<file path="config.mk">
export PLATFORM = sky130hd
export DESIGN_NAME = pool_sequencer
export DESIGN_NICKNAME = d
export VERILOG_FILES = /design/src/rtl/pool_sequencer.sv
export SDC_FILE = /design/constraint.sdc
export NUM_CORES = 1
export LEC_CHECK = 0
export BUFFER_PORTS_ARGS = -buffer_cell sky130_fd_sc_hd__buf_2
export CAP_MARGIN = 0
export CORE_MARGIN = 2
export CORE_UTILIZATION = 25
export DETAILED_ROUTE_END_ITERATION = 12
export HOLD_SLACK_MARGIN = 0.1
export PLACE_DENSITY = 0.38
export SYNTH_ARGS = -nofsm -noshare
export SYNTH_HDL_FRONTEND = slang
export SYNTH_SLANG_ARGS = --single-unit
</file>
<file path="constraint.sdc">
create_clock -name clk -period 5.6 [get_ports clk]
set_input_delay 0.28 -clock clk [delete_from_list [all_inputs] [get_ports clk]]
set_output_delay 0.28 -clock clk [all_outputs]
set_load 0.1 [all_outputs]
</file>
<file path="src/rtl/pool_sequencer.sv">
// pool_sequencer: 2x2 max-pool sequencer over CHANNELS feature maps of IN_X x IN_Y samples.
// Each output reads four window samples from a ReLU buffer and keeps the unsigned maximum.
// The pooled value is then written to a sink with a ready handshake.
//
// Ports:
//   clk, rst         clock; synchronous active-high reset
//   start, abort     begin a run (sampled only when idle); terminate a run
//   busy, done       high while not idle; one-cycle completion pulse
//   rd_en, rd_addr   ReLU buffer read strobe/address (data returns one cycle later)
//   rd_data          read data
//   wr_en, wr_addr   pooled-result write request/address
//   wr_data          pooled 2x2 maximum
//   wr_ready         sink accepts the write when wr_en && wr_ready
module pool_sequencer #(
  parameter int unsigned DATA_WIDTH = 45,
  parameter int unsigned IN_X       = 24,
  parameter int unsigned IN_Y       = 24,
  parameter int unsigned CHANNELS   = 8,
  localparam int unsigned OUT_X     = IN_X / 2,
  localparam int unsigned OUT_Y     = IN_Y / 2,
  localparam int unsigned RA_W      = $clog2(CHANNELS * IN_X * IN_Y),
  localparam int unsigned WA_W      = $clog2(CHANNELS * OUT_X * OUT_Y)
) (
  input  logic                  clk,
  input  logic                  rst,
  input  logic                  start,
  input  logic                  abort,
  output logic                  busy,
  output logic                  done,
  output logic                  rd_en,
  output logic [RA_W-1:0]       rd_addr,
  input  logic [DATA_WIDTH-1:0] rd_data,
  output logic                  wr_en,
  output logic [WA_W-1:0]       wr_addr,
  output logic [DATA_WIDTH-1:0] wr_data,
  input  logic                  wr_ready
);

  localparam int unsigned CH_W = (CHANNELS > 1) ? $clog2(CHANNELS) : 1;
  localparam int unsigned OX_W = (OUT_X > 1) ? $clog2(OUT_X) : 1;
  localparam int unsigned OY_W = (OUT_Y > 1) ? $clog2(OUT_Y) : 1;

  typedef enum logic [2:0] {StIdle, StRead, StLast, StWrite, StFinish} state_t;

  state_t                state_q;
  logic [CH_W-1:0]       ch_q, ch_nxt;
  logic [OX_W-1:0]       ox_q, ox_nxt;
  logic [OY_W-1:0]       oy_q, oy_nxt;
  logic [1:0]            k_q;
  logic [DATA_WIDTH-1:0] max_q;
  // cap_q: rd_data this cycle belongs to the current window; first_q: it is sample 0.
  logic                  cap_q;
  logic                  first_q;
  logic                  oy_last, ox_last, ch_last, last_out;

  // Window sample k: bit 1 selects the odd row, bit 0 the odd column.
  function automatic logic [RA_W-1:0] rd_addr_of(input logic [CH_W-1:0] c,
                                                 input logic [OX_W-1:0] x,
                                                 input logic [OY_W-1:0] y,
                                                 input logic [1:0]      kk);
    int unsigned a;
    a = 32'(c) * IN_X * IN_Y + (2 * 32'(x) + 32'(kk[1])) * IN_Y + 2 * 32'(y) + 32'(kk[0]);
    return RA_W'(a);
  endfunction

  assign oy_last  = (oy_q == OY_W'(OUT_Y - 1));
  assign ox_last  = (ox_q == OX_W'(OUT_X - 1));
  assign ch_last  = (ch_q == CH_W'(CHANNELS - 1));
  assign last_out = oy_last && ox_last && ch_last;
  assign wr_data  = max_q;

  always_comb begin
    oy_nxt = oy_q + OY_W'(1);
    ox_nxt = ox_q;
    ch_nxt = ch_q;
    if (oy_last) begin
      oy_nxt = '0;
      ox_nxt = ox_q + OX_W'(1);
      if (ox_last) begin
        ox_nxt = '0;
        ch_nxt = ch_q + CH_W'(1);
      end
    end
  end

  always_ff @(posedge clk) begin
    if (rst || (abort && state_q != StIdle)) begin
      state_q <= StIdle;
      busy    <= 1'b0;
      done    <= 1'b0;
      rd_en   <= 1'b0;
      wr_en   <= 1'b0;
      rd_addr <= '0;
      wr_addr <= '0;
      max_q   <= '0;
      ch_q    <= '0;
      ox_q    <= '0;
      oy_q    <= '0;
      k_q     <= '0;
      cap_q   <= 1'b0;
      first_q <= 1'b0;
    end else begin
      done <= 1'b0;
      if (cap_q && (first_q || rd_data > max_q)) begin
        max_q <= rd_data;
      end
      case (state_q)
        StIdle: begin
          if (start && !abort) begin
            ch_q    <= '0;
            ox_q    <= '0;
            oy_q    <= '0;
            k_q     <= '0;
            wr_addr <= '0;
            rd_addr <= '0;
            rd_en   <= 1'b1;
            busy    <= 1'b1;
            state_q <= StRead;
          end
        end
        StRead: begin
          cap_q   <= 1'b1;
          first_q <= (k_q == 2'd0);
          if (k_q == 2'd3) begin
            rd_en   <= 1'b0;
            state_q <= StLast;
          end else begin
            k_q     <= k_q + 2'd1;
            rd_addr <= rd_addr_of(ch_q, ox_q, oy_q, k_q + 2'd1);
          end
        end
        StLast: begin
          // The fourth sample is captured at the end of this cycle.
          cap_q   <= 1'b0;
          wr_en   <= 1'b1;
          state_q <= StWrite;
        end
        StWrite: begin
          if (wr_ready) begin
            wr_en <= 1'b0;
            if (last_out) begin
              done    <= 1'b1;
              state_q <= StFinish;
            end else begin
              ch_q    <= ch_nxt;
              ox_q    <= ox_nxt;
              oy_q    <= oy_nxt;
              k_q     <= '0;
              wr_addr <= wr_addr + WA_W'(1);
              rd_addr <= rd_addr_of(ch_nxt, ox_nxt, oy_nxt, 2'd0);
              rd_en   <= 1'b1;
              state_q <= StRead;
            end
          end
        end
        StFinish: begin
          busy    <= 1'b0;
          state_q <= StIdle;
        end
        default: begin
          busy    <= 1'b0;
          rd_en   <= 1'b0;
          wr_en   <= 1'b0;
          state_q <= StIdle;
        end
      endcase
    end
  end

endmodule

</file>
==> impl_metrics.env <==
export IMPL_synth_enable_flop_cells=0
export IMPL_cts_num_sinks=91
export IMPL_groute_layer_met1_usage_pct=17.7
export IMPL_grt_max_degree=76
export IMPL_run_status="finished, final reports clean"
export IMPL_synth_top_cells_by_area="dfxtp_1 28%, ha_1 17%, mux2i_1 7.5%"
export IMPL_finalSetupViolCount=0
export IMPL_layout_min_cycle_time_ns=4.81
export IMPL_drt_first_pass_iters=4
export IMPL_nets_final=1056
export IMPL_hold_path_class="in -> reg"
export IMPL_synth_async_reset_ratio_pct=0
export IMPL_mappedNetlistNets=949
export IMPL_placed_wire_length_estimate_um=14000
export IMPL_synth_compound_area_share_pct=14.7
export IMPL_whs_ns=0.150
export IMPL_design_core_area_um2=26000
export IMPL_global_route_wire_length_before_repair_um=29500
export IMPL_initial_antenna_violation_count=0
export IMPL_total_negative_slack_for_setup_checks_ns=0
export IMPL_setup_ws_ns=0.790
export IMPL_drt_wirelength_per_cell_um=14.5
export IMPL_synth_top_area_share_pct=27.7
export IMPL_worst_clock_skew_ns=0.0162
export IMPL_post_route_cell_area_um2=7770
export IMPL_clkTransAtPathRegs_ns=0.08
export IMPL_simple_gate_fraction_of_synth_area_pct=17.8
export IMPL_p_clk_share_pct=35.7
export IMPL_syn_inst=800
export IMPL_die_y_um=166
export IMPL_synthDistinctLibCells=62
export IMPL_cts_setup_buffers=0
export IMPL_timing_hold_violations_final=0
export IMPL_antenna_left=0
export IMPL_postSynthRegisterBits=91
export IMPL_ys_warnings_count=0
export IMPL_start_util_pct=25.3
export IMPL_synthesis_area_um2=6580
export IMPL_grt_total_usage_pct=13.2
export IMPL_synthMuxAreaShare_pct=7.62
export IMPL_sequentialPowerShare_pct=38.4
export IMPL_synth_xor_xnor_area_share_pct=4.92
export IMPL_fillerInstances=2846
export IMPL_critPathArrivalTime_ns=5.10
export IMPL_sw_frac_of_total_pct=37.0
export IMPL_synth_sequential_area_ratio_pct=27.7
export IMPL_leftover_overflow_at_the_end_of_global_routing=0
export IMPL_internal_power_summed_over_all_cells_w=0.00115
export IMPL_post_cts_resized=0
export IMPL_cts_hold_buffers=0
export IMPL_grtUsageMet3_pct=2.26
export IMPL_timing_max_slew_rel_slack_pct=32.8
export IMPL_die_area_um2=27600
export IMPL_floorplan_die_width_um=166
export IMPL_place_area_um2=7470
export IMPL_static_leakage_power_nw=3.39
export IMPL_synthesis_area_per_instance_um2=8.23
export IMPL_regArea_um2=1820
export IMPL_drive_gt1_share_pct=17.1
export IMPL_slew_viol_final=0
export IMPL_cap_violations=0
export IMPL_rows=59
export IMPL_timing_worst_setup_path_type="reg -> reg"
export IMPL_cell_at_the_root_of_the_clock_tree="clkbuf_16"
export IMPL_route_vias_total=5697
export IMPL_period_share_pct=85.9
export IMPL_cts_buffers_inserted=9
export IMPL_switching_power_w=0.000675
export IMPL_tritoncts="done"
export IMPL_multi_input_comb_area_um2=4280
export IMPL_max_vdd_drop_uv=135
export IMPL_power_density_nw_per_um2=235
export IMPL_drc=0
export IMPL_place_ws_ns=0.839
export IMPL_clk_insertion_delay_late_ns=0.36
export IMPL_io_buffers=122
export IMPL_dominant_combinational_cell_family_by_area_after_synthesis="adder cells"
export IMPL_timing_fmax_ghz=0.208
export IMPL_critical_path_peak_fanout=11
export IMPL_combinational_group_share_of_total_power_pct=25.9
export IMPL_floorplan_io_pins=123
export IMPL_drt_initial_drc_count=242
export IMPL_element_type_at_the_critical_path_end="flip-flop"
export IMPL_area_growth_synth_to_final_pct=18.0
export IMPL_cp_data_required_time_ns=5.89
export IMPL_place_gp_congestion=0.793
export IMPL_synthFlopType="dfxtp_1"
export IMPL_post_drt_via_cell_ratio=4.57
export IMPL_htreeDepth=3
export IMPL_worst_slew_pin_transition_ns=1.01
export IMPL_totalWireLength_um=18100
export IMPL_first_global_vias=5570
export IMPL_synth_adder_area_share_pct=19.8
export IMPL_rsz0062_at_grt="false"
export IMPL_highest_utilization_routing_layer_at_the_global_route_stage="met2"
export IMPL_diodes=0
export IMPL_clk_path_buf_depth=2
export IMPL_synth_top_cell_by_area="dfxtp_1"
export IMPL_grt_met2_usage_pct=21.8
export IMPL_worst_setup_path_start_kind="flip-flop"
==> cells in the final DEF, fill, tap and decap left out, drive strengths merged, types with 3 or more instances in the layout <==
| master | count |
|---|---|
| nand3 | 15 |
| a22oi | 12 |
| and2 | 5 |
| a21oi | 65 |
| ha | 90 |
| xnor2 | 22 |
| o31ai | 5 |
| xor2 | 15 |
| nor3 | 23 |
| fa | 9 |
| a211oi | 5 |
| nor2 | 60 |
| dfxtp | 91 |
| nor4 | 3 |
| or3 | 5 |
| clkbuf | 10 |
| a2111oi | 3 |
| o21ai | 22 |
| nand2 | 122 |
| buf | 127 |
| inv | 83 |
| mux2i | 49 |
| nand4 | 13 |
| nand2b | 3 |
| a21o | 12 |
| o21bai | 5 |
==> cells in the mapped netlist, types with 2 or more instances <==
| cell | count |
|---|---|
| clkbuf_1 | 20 |
| nand3b_1 | 2 |
| a21oi_1 | 64 |
| buf_1 | 2 |
| a211oi_1 | 5 |
| a22oi_1 | 12 |
| nand3_1 | 15 |
| mux2i_1 | 49 |
| and3_1 | 2 |
| nor2_1 | 60 |
| buf_12 | 4 |
| o21bai_1 | 5 |
| a221oi_1 | 2 |
| a21boi_2 | 2 |
| o21ai_0 | 19 |
| nand2b_1 | 2 |
| nor4_1 | 2 |
| buf_2 | 4 |
| a2111oi_0 | 2 |
| o31ai_1 | 5 |
| xor2_1 | 15 |
| a21o_1 | 12 |
| nand4_1 | 12 |
| a31oi_1 | 2 |
| nor3b_1 | 2 |
| dfxtp_1 | 91 |
| fa_1 | 9 |
| o21ai_1 | 3 |
| or3_1 | 5 |
| o211ai_1 | 2 |
| xnor2_1 | 22 |
| inv_1 | 80 |
| and2_1 | 5 |
| ha_1 | 90 |
| nor3_1 | 23 |
| nor2b_1 | 2 |
| nand2_1 | 122 |
==> critical path: stages, from the launching register on <==
cell	delay (ns)
dfxtp_1	0.42
ha_1	0.24
and3b_1	0.43
and2_1	0.32
xor2_1	0.39
ha_1	0.28
inv_1	0.09
fa_1	0.54
inv_1	0.07
fa_1	0.49
inv_1	0.04
ha_1	0.33
o21ai_0	0.11
o21bai_1	0.08
a21oi_1	0.26
xor2_1	0.17
nand2_1	0.07
a211o_1	0.27
a21oi_1	0.12
==> stage by stage <==
stage | instances | util, % | total power, W
3_5_place_dp | 1231 | 28.7 | 0.00119
3_3_place_gp | 1231 | 28.7 | 0.00119
2_1_floorplan | 800 | - | 0.00109
5_1_grt | 1247 | 29.9 | 0.00192
4_1_cts | 1247 | 29.9 | 0.00185
6_report | 1247 | 29.9 | 0.00182
==> final cells by class <==
type | count | area share (%)
Tap cell | 335 | 5.40
Timing Repair Buffer | 127 | 8.35
Multi-Input combinational cell | 598 | 55.1
Clock buffer | 10 | 2.95
Sequential cell | 91 | 23.5
Inverter | 80 | 3.87
Clock inverter | 6 | 0.902
==> flip-flops by register name, indices dropped and copies added (netlist names) <==
name,flops
wr_data,45
ox_q,4
state_q,3
k_q,2
wr_en,1
ch_q,3
wr_addr,11
done,1
oy_q,4
rd_en,1
cap_q,1
first_q,1
busy,1
rd_addr,13
==> per-layer routing <==
metal,vias up,wire [um]
met5,-,0
li1,2947,-
met3,15,642
met2,106,8260
met1,2629,8910
met4,0,268
==> final timing paths <==
check | cells after the start | slack (ns) | from | endpoint
hold / removal | 2 | 0.15 | rst | busy$_SDFFE_PP0P_
setup / recovery | 18 | 0.79 | oy_q[0]$_SDFFE_PP0P_ | rd_addr[10]$_SDFFE_PP0P_
setup reg to reg | 18 | 0.79 | oy_q[0]$_SDFFE_PP0P_ | rd_addr[10]$_SDFFE_PP0P_
hold reg to reg | 2 | 0.46 | rd_addr[6]$_SDFFE_PP0P_ | rd_addr[6]$_SDFFE_PP0P_
==> logic make-up (layout without fill, tap and decap cells) <==
kind of cell | Yosys count | after routing
fa+ha+maj | 99 | 99
buf+inv | 111 | 223
simple gates | 262 | 262
mux | 50 | 50
compound gates | 150 | 150
xor+xnor | 37 | 37
flops | 91 | 91
==> power by group through the flow <==
stage	Combinational [W]	Sequential, W	Clock [W]
after global placement	0.000479	0.000715	0
after detailed placement	0.000478	0.000715	0
after floorplan	0.000214	0.000878	0
after global routing	0.000513	0.000704	0.000701
after CTS	0.000478	0.000700	0.000672
final	0.000471	0.000700	0.000651
(Power assumes the default switching activity.)
